$ cat src/rtl/axil_reg_pkg.sv
// Shared types and constants for the AXI4-Lite register slave.
// Response codes, write/read FSM state enums, data/strobe widths, the
// write-beat payload struct, and the byte-strobe-to-bit-mask helper.
// Optional build macro AXIL_REG_STICKY_STATUS_EN is consumed by
// axil_reg_slave and axil_reg_bank, not by this package.
package axil_reg_pkg;

    localparam int unsigned DATA_W = 32;
    localparam int unsigned STRB_W = DATA_W / 8;

    localparam logic [1:0] RESP_OKAY   = 2'b00;
    localparam logic [1:0] RESP_SLVERR = 2'b10;
    localparam logic [1:0] RESP_DECERR = 2'b11;

    typedef enum logic [1:0] {
        W_IDLE,
        W_HAVE_ADDR,
        W_HAVE_DATA,
        W_RESP
    } wr_state_t;

    typedef enum logic {
        R_IDLE,
        R_RESP
    } rd_state_t;

    // One write-data beat as seen on the W channel
    typedef struct packed {
        logic [DATA_W-1:0] data;
        logic [STRB_W-1:0] strb;
    } wr_beat_t;

    // Expand byte strobes into a per-bit write mask
    function automatic logic [DATA_W-1:0] strb_mask(input logic [STRB_W-1:0] strb);
        logic [DATA_W-1:0] m;
        m = '0;
        for (int unsigned k = 0; k < STRB_W; k++) begin
            m[8*k +: 8] = {8{strb[k]}};
        end
        return m;
    endfunction

endpackage

$ cat src/rtl/axil_reg_bank.sv
// Register storage for the AXI4-Lite register slave.
// Holds NUM_REGS byte-strobed R/W registers, generates one-cycle write
// pulses, and provides the status word seen by reads at index NUM_REGS.
// With AXIL_REG_STICKY_STATUS_EN defined the status word is a sticky
// register (set by hw_status_in, W1C by writes); otherwise it is the live
// hw_status_in value.
// Ports:
//   aclk, areset    clock, synchronous active-high reset
//   wr_en           write commit strobe (one cycle per completed write)
//   wr_idx, wr_beat word index and data/strobe of the committed write
//   hw_status_in    hardware status input
//   reg_out         flattened register contents, reg i at [32*i +: 32]
//   reg_wr_pulse    one-cycle strobe per register written
//   status_rd_c     status word value presented to the read path
module axil_reg_bank
    import axil_reg_pkg::*;
#(
    parameter int unsigned NUM_REGS = 16,
    parameter int unsigned IDX_W    = 10
) (
    input  logic                       aclk,
    input  logic                       areset,
    input  logic                       wr_en,
    input  logic [IDX_W-1:0]           wr_idx,
    input  wr_beat_t                   wr_beat,
    input  logic [DATA_W-1:0]          hw_status_in,
    output logic [NUM_REGS*DATA_W-1:0] reg_out,
    output logic [NUM_REGS-1:0]        reg_wr_pulse,
    output logic [DATA_W-1:0]          status_rd_c
);

    logic [DATA_W-1:0]   regs_q [NUM_REGS];
    logic [DATA_W-1:0]   regs_d [NUM_REGS];
    logic [NUM_REGS-1:0] pulse_q;
    logic [NUM_REGS-1:0] pulse_d;
    logic [DATA_W-1:0]   mask_c;

    assign mask_c = strb_mask(wr_beat.strb);

    // Byte-strobe merge and pulse generation for the addressed register
    always_comb begin
        pulse_d = '0;
        for (int unsigned i = 0; i < NUM_REGS; i++) begin
            regs_d[i] = regs_q[i];
            if (wr_en && (wr_idx == IDX_W'(i))) begin
                regs_d[i]  = (regs_q[i] & ~mask_c) | (wr_beat.data & mask_c);
                pulse_d[i] = |wr_beat.strb;
            end
        end
    end

    always_ff @(posedge aclk) begin
        if (areset) begin
            for (int unsigned i = 0; i < NUM_REGS; i++) begin
                regs_q[i] <= '0;
            end
            pulse_q <= '0;
        end else begin
            for (int unsigned i = 0; i < NUM_REGS; i++) begin
                regs_q[i] <= regs_d[i];
            end
            pulse_q <= pulse_d;
        end
    end

    for (genvar g = 0; g < NUM_REGS; g++) begin : g_flat
        assign reg_out[DATA_W*g +: DATA_W] = regs_q[g];
    end

    assign reg_wr_pulse = pulse_q;

`ifdef AXIL_REG_STICKY_STATUS_EN
    logic [DATA_W-1:0] status_q;
    logic [DATA_W-1:0] status_d;
    logic [DATA_W-1:0] clr_c;

    // Sticky status: OR in hardware bits every cycle, W1C on writes; set wins
    always_comb begin
        clr_c = '0;
        if (wr_en && (wr_idx == IDX_W'(NUM_REGS))) begin
            clr_c = wr_beat.data & mask_c;
        end
        status_d = (status_q & ~clr_c) | hw_status_in;
    end

    always_ff @(posedge aclk) begin
        if (areset) begin
            status_q <= '0;
        end else begin
            status_q <= status_d;
        end
    end

    assign status_rd_c = status_q;
`else
    assign status_rd_c = hw_status_in;
`endif

endmodule

$ cat src/rtl/axil_reg_slave.sv
// AXI4-Lite slave endpoint terminating master transactions onto a bank of
// NUM_REGS 32-bit R/W control registers plus one status word at index
// NUM_REGS. Independent write (AW/W/B) and read (AR/R) FSMs; register
// storage lives in axil_reg_bank.
// Build macro: AXIL_REG_STICKY_STATUS_EN makes the status word sticky/W1C
// and status writes return OKAY; when undefined status reads are live and
// status writes return SLVERR.
// Ports:
//   aclk, areset          clock, synchronous active-high reset
//   s_axil_aw*/w*/b*      AXI4-Lite write address, data, response channels
//   s_axil_ar*/r*         AXI4-Lite read address and data channels
//   reg_out               flattened register contents
//   reg_wr_pulse          one-cycle strobe per register written
//   hw_status_in          hardware status word
module axil_reg_slave
    import axil_reg_pkg::*;
#(
    parameter int unsigned ADDR_W   = 12,
    parameter int unsigned NUM_REGS = 16
) (
    input  logic                       aclk,
    input  logic                       areset,
    input  logic [ADDR_W-1:0]          s_axil_awaddr,
    input  logic [2:0]                 s_axil_awprot,
    input  logic                       s_axil_awvalid,
    output logic                       s_axil_awready,
    input  logic [DATA_W-1:0]          s_axil_wdata,
    input  logic [STRB_W-1:0]          s_axil_wstrb,
    input  logic                       s_axil_wvalid,
    output logic                       s_axil_wready,
    output logic [1:0]                 s_axil_bresp,
    output logic                       s_axil_bvalid,
    input  logic                       s_axil_bready,
    input  logic [ADDR_W-1:0]          s_axil_araddr,
    input  logic [2:0]                 s_axil_arprot,
    input  logic                       s_axil_arvalid,
    output logic                       s_axil_arready,
    output logic [DATA_W-1:0]          s_axil_rdata,
    output logic [1:0]                 s_axil_rresp,
    output logic                       s_axil_rvalid,
    input  logic                       s_axil_rready,
    output logic [NUM_REGS*DATA_W-1:0] reg_out,
    output logic [NUM_REGS-1:0]        reg_wr_pulse,
    input  logic [DATA_W-1:0]          hw_status_in
);

    localparam int unsigned IDX_W = ADDR_W - 2;

    // Protection bits and sub-word address bits carry no meaning here
    logic unused_c;
    assign unused_c = ^{s_axil_awprot, s_axil_arprot, s_axil_awaddr[1:0], s_axil_araddr[1:0]};

    // Write response for a given word index
    function automatic logic [1:0] wr_resp(input logic [IDX_W-1:0] idx);
        if (idx < IDX_W'(NUM_REGS)) begin
            return RESP_OKAY;
        end else if (idx == IDX_W'(NUM_REGS)) begin
`ifdef AXIL_REG_STICKY_STATUS_EN
            return RESP_OKAY;
`else
            return RESP_SLVERR;
`endif
        end
        return RESP_DECERR;
    endfunction

    // ------------------------------------------------------------------
    // Write channel
    // ------------------------------------------------------------------
    wr_state_t        wr_state_q, wr_state_d;
    logic [IDX_W-1:0] aw_idx_q, aw_idx_d;
    wr_beat_t         w_beat_q, w_beat_d;
    logic [1:0]       bresp_q, bresp_d;

    logic             aw_hs_c, w_hs_c, commit_c;
    logic [IDX_W-1:0] cm_idx_c;
    wr_beat_t         cm_beat_c;

    assign aw_hs_c = s_axil_awvalid && s_axil_awready;
    assign w_hs_c  = s_axil_wvalid && s_axil_wready;

    // Write state register
    always_ff @(posedge aclk) begin
        if (areset) begin
            wr_state_q <= W_IDLE;
            aw_idx_q   <= '0;
            w_beat_q   <= '0;
            bresp_q    <= RESP_OKAY;
        end else begin
            wr_state_q <= wr_state_d;
            aw_idx_q   <= aw_idx_d;
            w_beat_q   <= w_beat_d;
            bresp_q    <= bresp_d;
        end
    end

    // Write next state; the commit picks live or latched halves of the pair
    always_comb begin
        wr_state_d = wr_state_q;
        aw_idx_d   = aw_idx_q;
        w_beat_d   = w_beat_q;
        bresp_d    = bresp_q;
        commit_c   = 1'b0;
        cm_idx_c   = aw_idx_q;
        cm_beat_c  = w_beat_q;
        case (wr_state_q)
            W_IDLE: begin
                if (aw_hs_c && w_hs_c) begin
                    commit_c  = 1'b1;
                    cm_idx_c  = s_axil_awaddr[ADDR_W-1:2];
                    cm_beat_c = '{data: s_axil_wdata, strb: s_axil_wstrb};
                end else if (aw_hs_c) begin
                    aw_idx_d   = s_axil_awaddr[ADDR_W-1:2];
                    wr_state_d = W_HAVE_ADDR;
                end else if (w_hs_c) begin
                    w_beat_d   = '{data: s_axil_wdata, strb: s_axil_wstrb};
                    wr_state_d = W_HAVE_DATA;
                end
            end
            W_HAVE_ADDR: begin
                if (w_hs_c) begin
                    commit_c  = 1'b1;
                    cm_beat_c = '{data: s_axil_wdata, strb: s_axil_wstrb};
                end
            end
            W_HAVE_DATA: begin
                if (aw_hs_c) begin
                    commit_c = 1'b1;
                    cm_idx_c = s_axil_awaddr[ADDR_W-1:2];
                end
            end
            W_RESP: begin
                if (s_axil_bready) begin
                    wr_state_d = W_IDLE;
                end
            end
        endcase
        if (commit_c) begin
            wr_state_d = W_RESP;
            bresp_d    = wr_resp(cm_idx_c);
        end
    end

    // Write channel outputs; readies held low while in reset
    always_comb begin
        s_axil_awready = 1'b0;
        s_axil_wready  = 1'b0;
        s_axil_bvalid  = 1'b0;
        if (!areset) begin
            case (wr_state_q)
                W_IDLE: begin
                    s_axil_awready = 1'b1;
                    s_axil_wready  = 1'b1;
                end
                W_HAVE_ADDR: s_axil_wready  = 1'b1;
                W_HAVE_DATA: s_axil_awready = 1'b1;
                W_RESP:      s_axil_bvalid  = 1'b1;
            endcase
        end
    end

    assign s_axil_bresp = bresp_q;

    // ------------------------------------------------------------------
    // Register bank
    // ------------------------------------------------------------------
    logic [DATA_W-1:0] status_rd_c;

    axil_reg_bank #(
        .NUM_REGS (NUM_REGS),
        .IDX_W    (IDX_W)
    ) u_bank (
        .aclk         (aclk),
        .areset       (areset),
        .wr_en        (commit_c),
        .wr_idx       (cm_idx_c),
        .wr_beat      (cm_beat_c),
        .hw_status_in (hw_status_in),
        .reg_out      (reg_out),
        .reg_wr_pulse (reg_wr_pulse),
        .status_rd_c  (status_rd_c)
    );

    // ------------------------------------------------------------------
    // Read channel
    // ------------------------------------------------------------------
    rd_state_t         rd_state_q, rd_state_d;
    logic [DATA_W-1:0] rdata_q, rdata_d;
    logic [1:0]        rresp_q, rresp_d;

    logic [IDX_W-1:0]  ar_idx_c;
    logic [DATA_W-1:0] rd_data_c;
    logic [1:0]        rd_resp_c;

    assign ar_idx_c = s_axil_araddr[ADDR_W-1:2];

    // Read decode from pre-edge register contents, so a same-edge write
    // commit is not visible to this read
    always_comb begin
        rd_data_c = '0;
        rd_resp_c = RESP_DECERR;
        if (ar_idx_c < IDX_W'(NUM_REGS)) begin
            rd_resp_c = RESP_OKAY;
            for (int unsigned i = 0; i < NUM_REGS; i++) begin
                if (ar_idx_c == IDX_W'(i)) begin
                    rd_data_c = reg_out[DATA_W*i +: DATA_W];
                end
            end
        end else if (ar_idx_c == IDX_W'(NUM_REGS)) begin
            rd_resp_c = RESP_OKAY;
            rd_data_c = status_rd_c;
        end
    end

    // Read state register
    always_ff @(posedge aclk) begin
        if (areset) begin
            rd_state_q <= R_IDLE;
            rdata_q    <= '0;
            rresp_q    <= RESP_OKAY;
        end else begin
            rd_state_q <= rd_state_d;
            rdata_q    <= rdata_d;
            rresp_q    <= rresp_d;
        end
    end

    // Read next state
    always_comb begin
        rd_state_d = rd_state_q;
        rdata_d    = rdata_q;
        rresp_d    = rresp_q;
        case (rd_state_q)
            R_IDLE: begin
                if (s_axil_arvalid && s_axil_arready) begin
                    rd_state_d = R_RESP;
                    rdata_d    = rd_data_c;
                    rresp_d    = rd_resp_c;
                end
            end
            R_RESP: begin
                if (s_axil_rready) begin
                    rd_state_d = R_IDLE;
                end
            end
        endcase
    end

    // Read channel outputs
    always_comb begin
        s_axil_arready = 1'b0;
        s_axil_rvalid  = 1'b0;
        if (!areset) begin
            case (rd_state_q)
                R_IDLE: s_axil_arready = 1'b1;
                R_RESP: s_axil_rvalid  = 1'b1;
            endcase
        end
    end

    assign s_axil_rdata = rdata_q;
    assign s_axil_rresp = rresp_q;

endmodule

$ cat config.mk
export PLATFORM = sky130hd
export DESIGN_NAME = axil_reg_slave
export DESIGN_NICKNAME = d
export VERILOG_FILES = /design/src/rtl/axil_reg_pkg.sv /design/src/rtl/axil_reg_bank.sv /design/src/rtl/axil_reg_slave.sv
export SDC_FILE = /design/constraint.sdc
export NUM_CORES = 1
export LEC_CHECK = 0
export CAP_MARGIN = 20
export CORE_MARGIN = 1.5
export CORE_UTILIZATION = 25
export DETAILED_ROUTE_END_ITERATION = 8
export GPL_ROUTABILITY_DRIVEN = 0
export PLACE_DENSITY = 0.45
export REMOVE_ABC_BUFFERS = 1
export SLEW_MARGIN = 20
export SYNTH_ARGS = -nofsm -noshare
export SYNTH_HDL_FRONTEND = slang
export SYNTH_SLANG_ARGS = --single-unit
$ cat constraint.sdc
create_clock -name aclk -period 2.8 [get_ports aclk]
set_clock_uncertainty 0.1 [all_clocks]
set_input_delay 0.56 -clock aclk [delete_from_list [all_inputs] [get_ports aclk]]
set_output_delay 0.56 -clock aclk [all_outputs]
set_load 0.03 [all_outputs]
# [Word-level counts from Yosys, hierarchy flattened]
# Memory sizes are Yosys's and may differ from the RTL's.
# Index checks and enable logic that the tools add are counted.
[totals] reg_bits=101 latchBits=0 ramBits=512 mem_bits_ro=0 inputBits=105 out_inout_bits=569 wordCells=271 memories=1
[mem_list] name="u_bank.regs_q" words=16 width=32 read_ports=16 rd_ports_with_merged_regs=0 wr=16 line_no="axil_reg_bank.sv:32" text="logic [DATA_W-1:0] regs_q [NUM_REGS];"
[classes] add_sub_neg=0 multipliers=0 div_mod_pow=0 magnitude_cmp=2 eq_ne=38 n_shift=0 n_mux=90 bitwise_logic=69 n_reduce_logical=47
[ops] op="$mux W32" n=50
[ops] op="$and A32 B32 Y32" n=17
[ops] op="$or A32 B32 Y32" n=16
[ops] op="$eq A10 B4 Y1 const B" n=16
[ops] op="$eq A10 B3 Y1 const B" n=8
[ops] op="$mux W36" n=2
[ops] op="$pmux W36 S2" n=1
[ops] op="$eq A10 B2 Y1 const B" n=4
[ops] op="$reduce_or A2 Y1" n=18
[ops] op="$not A32 Y32" n=1
[ops] op="$mux W1" n=21
[ops] op="$eq A10 B1 Y1 const B" n=2
[ops] op="$eq A10 B5 Y1 const B" n=2
[ops] op="$logic_and A1 B1 Y1" n=20
[ops] op="$logic_not A10 Y1" n=2
[ops] op="$lt A10 B5 Y1 const B" n=2
[ops] op="$mux W10" n=2
[ops] op="$mux W2" n=10
[ops] op="$pmux W10 S2" n=1
[ops] op="$not A1 Y1" n=19
[ops] op="$or A1 B1 Y1" n=16
[ops] op="$ne A3 B2 Y1 const B" n=2
[ops] op="$eq A2 B2 Y1 const B" n=2
[ops] op="$ne A4 B3 Y1 const B" n=1
[ops] op="other kinds (10)" n=11

# [Logic depth before layout (Yosys ltp)]
[logic_depth] depth_word=18 ltp_mapped=11 depth_no_buf=6

# [Cells and area by module]
# Synthesis repeated with hierarchy kept, for this count alone.
[unflattened] cells_unflattened=3017 hier_area_um2=30093.9
[modules_own_cells] mod="axil_reg_bank" n_inst=1 cells_each=1900 area_per_inst_um2=21585.7 seq_area_each_um2=10570.1
[modules_own_cells] mod="axil_reg_slave" n_inst=1 cells_each=1117 area_per_inst_um2=8508.2 seq_area_each_um2=1681.6

# [Least setup slack after synthesis]
# No wires, ideal clock.
[synth_timing] path_kind="input-to-reg" start="in s_axil_awaddr[10]" end="reg (tool-made name)" setup_time_ps=118 arrival_ps=2419 required_ps=2582 path_slack_ps=162 path_stages=8 cell_sequence="or4_1 > nor3_4 > o21ai_4 > or4_1 > buf_2 > buf_6 > nand3_2 > o21ai_2"
[synth_rtl] element="start: declaration" line_no="axil_reg_slave.sv:23" text="input logic [ADDR_W-1:0] s_axil_awaddr,"

==> impl.org <==
** Synth
- Cell with the most instances after synthesis :: sky130_fd_sc_hd__nand2_1
- Average cell area after synthesis :: 8.92 um^2
- Count of warnings emitted by yosys :: 0
- Async SR Flop Fraction :: 0%
- Synth top area share :: 43.9%
- Sorting the synthesized cells by area gives the leading types as sky130_fd_sc_hd__dfxtp_1 (44%), sky130_fd_sc_hd__mux2i_1 (20%), sky130_fd_sc_hd__nand2_1 (10%).
- Library cell with the largest summed area after synthesis :: sky130_fd_sc_hd__dfxtp_1
- In this run the cell area of the synthesized design comes to 0.0279 mm^2.
- The netlist uses 84 different library cells.
- Most used standard cells in the synthesized netlist :: sky130_fd_sc_hd__nand2_1 (776), sky130_fd_sc_hd__dfxtp_1 (612), sky130_fd_sc_hd__mux2i_1 (555), sky130_fd_sc_hd__clkbuf_1 (171), sky130_fd_sc_hd__o21ai_0 (129)
- Register bit total from synthesis :: a little over 600
- Summing the sequential cell areas from Yosys gives 43.9% of the chip area.
- Post-Synthesis Cells :: 3131
- EDFF count, synth :: 0
- Most used DFF post-synth :: sky130_fd_sc_hd__dfxtp_1

** Cells and area
- After filler insertion, the fill cell instance count of the layout stands at ~11000.
- Area overhead of the layout relative to synthesis :: 53.8%
- Ratio of cells with drive above 1 in the final layout :: 17.0%
- Area of all placed cells without fillers :: 0.0429 mm^2
- The final layout contains 4205 nets.

** Clock network
- CTS buffer count :: 75
- At the later pin of the worst-skew pair, clock insertion delay measures 0.66 ns.
- Max Buffers Root-to-Sink :: 3
- In this run the number of H-tree levels came out at 3.
- CTS clk-pin slew, worst paths :: 0.06 ns
- The tree is rooted in a sky130_fd_sc_hd__clkbuf_16.
- CTS saw 612 sinks.
- Clock tree from TritonCTS :: yes

** Status
- Outcome :: complete, no violations

** Worst setup path
- Category of the worst setup path launch point :: input port
- WS Path Type :: input port to register
- In this design, the stage delay of the slowest critical-path cell is 0.51 ns.
- Data on the critical path arrives at its endpoint at about 3.2 ns.
- Among all stages on the critical path, the largest delay is contributed by sky130_fd_sc_hd__clkdlybuf4s50_1.
- Crit. End Element :: register
- Of all nets on the critical path, the largest fanout is 16.
- Data on the critical path is required at its endpoint by 3.23 ns.
- Traced cell by cell, the critical path runs through clkdlybuf4s50_1 > or3b_1 > buf_4 > nor3_4 > buf_12 > o21a_4 > buf_4 > nand4_1 > buf_12 > nand3_1 > o21ai_0.

** Placed design
- During placement, the flow inserted port buffers numbering 663.
- Post-place setup slack :: -0.655 ns
- The placed instances occupy a cell area of 0.0404 mm^2.
- Half-perimeter wire length after placement :: 132000 um

** Detailed routing
- Before antenna repair, the detailed router went through 5 iterations.
- Routed wire length per instance :: approximately 30 um
- Via Count :: 29000
- Drt total wl :: 170000 um
- Remaining design rule violation count :: 0
- In this run the remaining antenna-violating nets after routing total 0.
- After the first detailed-routing iteration, the DRC count stood at 2638.
- Using the TritonRoute via totals, the vias-per-cell ratio works out to 5.15.

** STA
- The total count of max-transition violations in the final report came to 0.
- In this run the tightest slew margin relative to its limit is 48.6%.
- Min cycle time layout :: 2.76 ns
- Setup repair after global routing could not meet its margin everywhere.
- Based on the critical path, the design can be clocked at up to about 360 MHz.
- After layout, the worst setup slack is 0.0429 ns.
- The hold violation total from the final report was 0.
- Setup violations remaining at the end of the flow were counted as 0.
- For the pin with the worst max-slew slack, the measured transition is 0.768 ns.
- After layout, the worst path uses 98.5% of the clock period.

** Global routing
- The initial antenna violation count was 8.
- Largest net degree at the start of global routing :: ~90
- Overall routing resource usage :: 28.7%
- Global-route wire length before repair :: between 200000 and 250000 um
- The via count of the first global-routing pass came to 27700.
- For this run the aggregate overflow at the end of global routing stands at 0.

** Power and ir drop
- Static power due to leakage :: 17.6 nW
- IR analysis of the VDD net gives a maximum drop of between 300 and 400 uV.
- For this design the ratio of total power to cell area is 489 mW/mm^2.
- Power comes to approximately 0.021 W.

** Hold path
- Tightest Hold Check Type :: register to register

** Die
- The initial utilization of the core area, before any placement, comes to 25.2%.
- Core Footprint :: 0.111 mm^2
- Horiz. Die Dim :: 337 um
- Number of standard-cell rows in the floorplan :: around 120
- Area enclosed by the die boundary :: around 0.11 mm^2
- I/O pin total :: 674
- In this run the vertical extent of the chip is between 300 and 400 um.

** Run
- Max Cap Violations :: 0
-- cell families after synthesis --
family | count (synthesis) | share of synthesized area (%)
compound gates | 498 | 11.7
flops | 612 | 43.9
buf+inv | 244 | 3.50
simple gates | 1179 | 18.6
mux | 598 | 22.4
-- final cells by class --
| cell class | count | area (um^2) | area share [%] |
|---|---|---|---|
| clock buffer | 108 | 2130 | 4.97 |
| antenna | 2 | 5.00 | 0.0117 |
| sequential | 612 | 12300 | 28.5 |
| multi-input combinational | 2275 | 14800 | 34.4 |
| inverter | 9 | 41.3 | 0.0962 |
| clock inverter | 23 | 360 | 0.839 |
| tap | 1488 | 1860 | 4.34 |
| timing repair buffer | 1127 | 11500 | 26.8 |
-- report_power, final --
part / internal (W) / total [W] / switching (W)
registers: 0.00877 / 0.00881 / 0.0000453
logic: 0.000748 / 0.00199 / 0.00124
clock network: 0.00604 / 0.0102 / 0.00417
-- timing repair --
item,in CTS,in global routing
buffers inserted,0,1
endpoints found under the hold margin,0,0
setup endpoints to repair,0,80
gates resized for setup,0,5
hold buffers,0,0
-- stage by stage --
step           hold WS, ns  util, %  instances  setup TNS, ns
2_1_floorplan        0.328        -       2896       -4994.91
3_3_place_gp         0.339     36.5       5510        -248.58
3_5_place_dp         0.347     36.5       5510        -248.53
4_1_cts              0.346     38.7       5641              0
5_1_grt              0.367     38.8       5644        -0.0145
6_report             0.349     38.8       5644              0
-- metal layers --
layer	GRT usage (%)	share of wire [%]
met5	0	0.016
met4	11.0	3.9
met3	7.84	9.2
met2	45.4	45
met1	37.1	42
-- worst paths after layout --
check,cells past startpoint,startpoint,to,slack [ns]
max,11,s_axil_awvalid,register,0.04
min,2,s_axil_rdata[12]$_SDFFE_PP0P_,s_axil_rdata[12]$_SDFFE_PP0P_,0.35
max reg2reg,9,wr_state_q[1]$_SDFFE_PP0P_,register,0.08
min reg2reg,2,s_axil_rdata[12]$_SDFFE_PP0P_,s_axil_rdata[12]$_SDFFE_PP0P_,0.35
-- critical path: cells and delay by family --
| kind | cells | cell delay, ns |
|---|---|---|
| AOI/OAI and AO/OA | 2 | 0.32 |
| buffers and inverters | 5 | 1.29 |
| and+or+nand+nor | 4 | 0.99 |
-- placed cells by master, fill, tap and decap left out, types with 9 or more instances in the layout --
cell type	n
sky130_fd_sc_hd__nand2_1	775
sky130_fd_sc_hd__mux4_2	18
sky130_fd_sc_hd__o21ai_2	9
sky130_fd_sc_hd__mux2i_1	554
sky130_fd_sc_hd__a31oi_1	28
sky130_fd_sc_hd__nor2_2	9
sky130_fd_sc_hd__o21ai_0	128
sky130_fd_sc_hd__mux2_2	25
sky130_fd_sc_hd__and3_1	16
sky130_fd_sc_hd__clkdlybuf4s50_1	655
sky130_fd_sc_hd__clkbuf_8	10
sky130_fd_sc_hd__a211oi_1	15
sky130_fd_sc_hd__nand4_1	12
sky130_fd_sc_hd__a21oi_1	124
sky130_fd_sc_hd__nand3_1	86
sky130_fd_sc_hd__buf_4	356
sky130_fd_sc_hd__buf_12	112
sky130_fd_sc_hd__dfxtp_1	612
sky130_fd_sc_hd__clkbuf_1	22
sky130_fd_sc_hd__nor3_1	44
sky130_fd_sc_hd__nor2b_1	14
sky130_fd_sc_hd__clkbuf_16	77
sky130_fd_sc_hd__o211ai_1	12
sky130_fd_sc_hd__a22oi_1	10
sky130_fd_sc_hd__nor2_1	112
sky130_fd_sc_hd__o2bb2ai_1	12
sky130_fd_sc_hd__nand2b_1	15
sky130_fd_sc_hd__nor2_4	12
sky130_fd_sc_hd__or3_1	9
sky130_fd_sc_hd__o22ai_1	18
sky130_fd_sc_hd__nor4_1	11
sky130_fd_sc_hd__a21o_1	16
sky130_fd_sc_hd__a221oi_1	31
sky130_fd_sc_hd__o2111ai_1	9
Note: power is estimated with default switching activity, not from simulation.
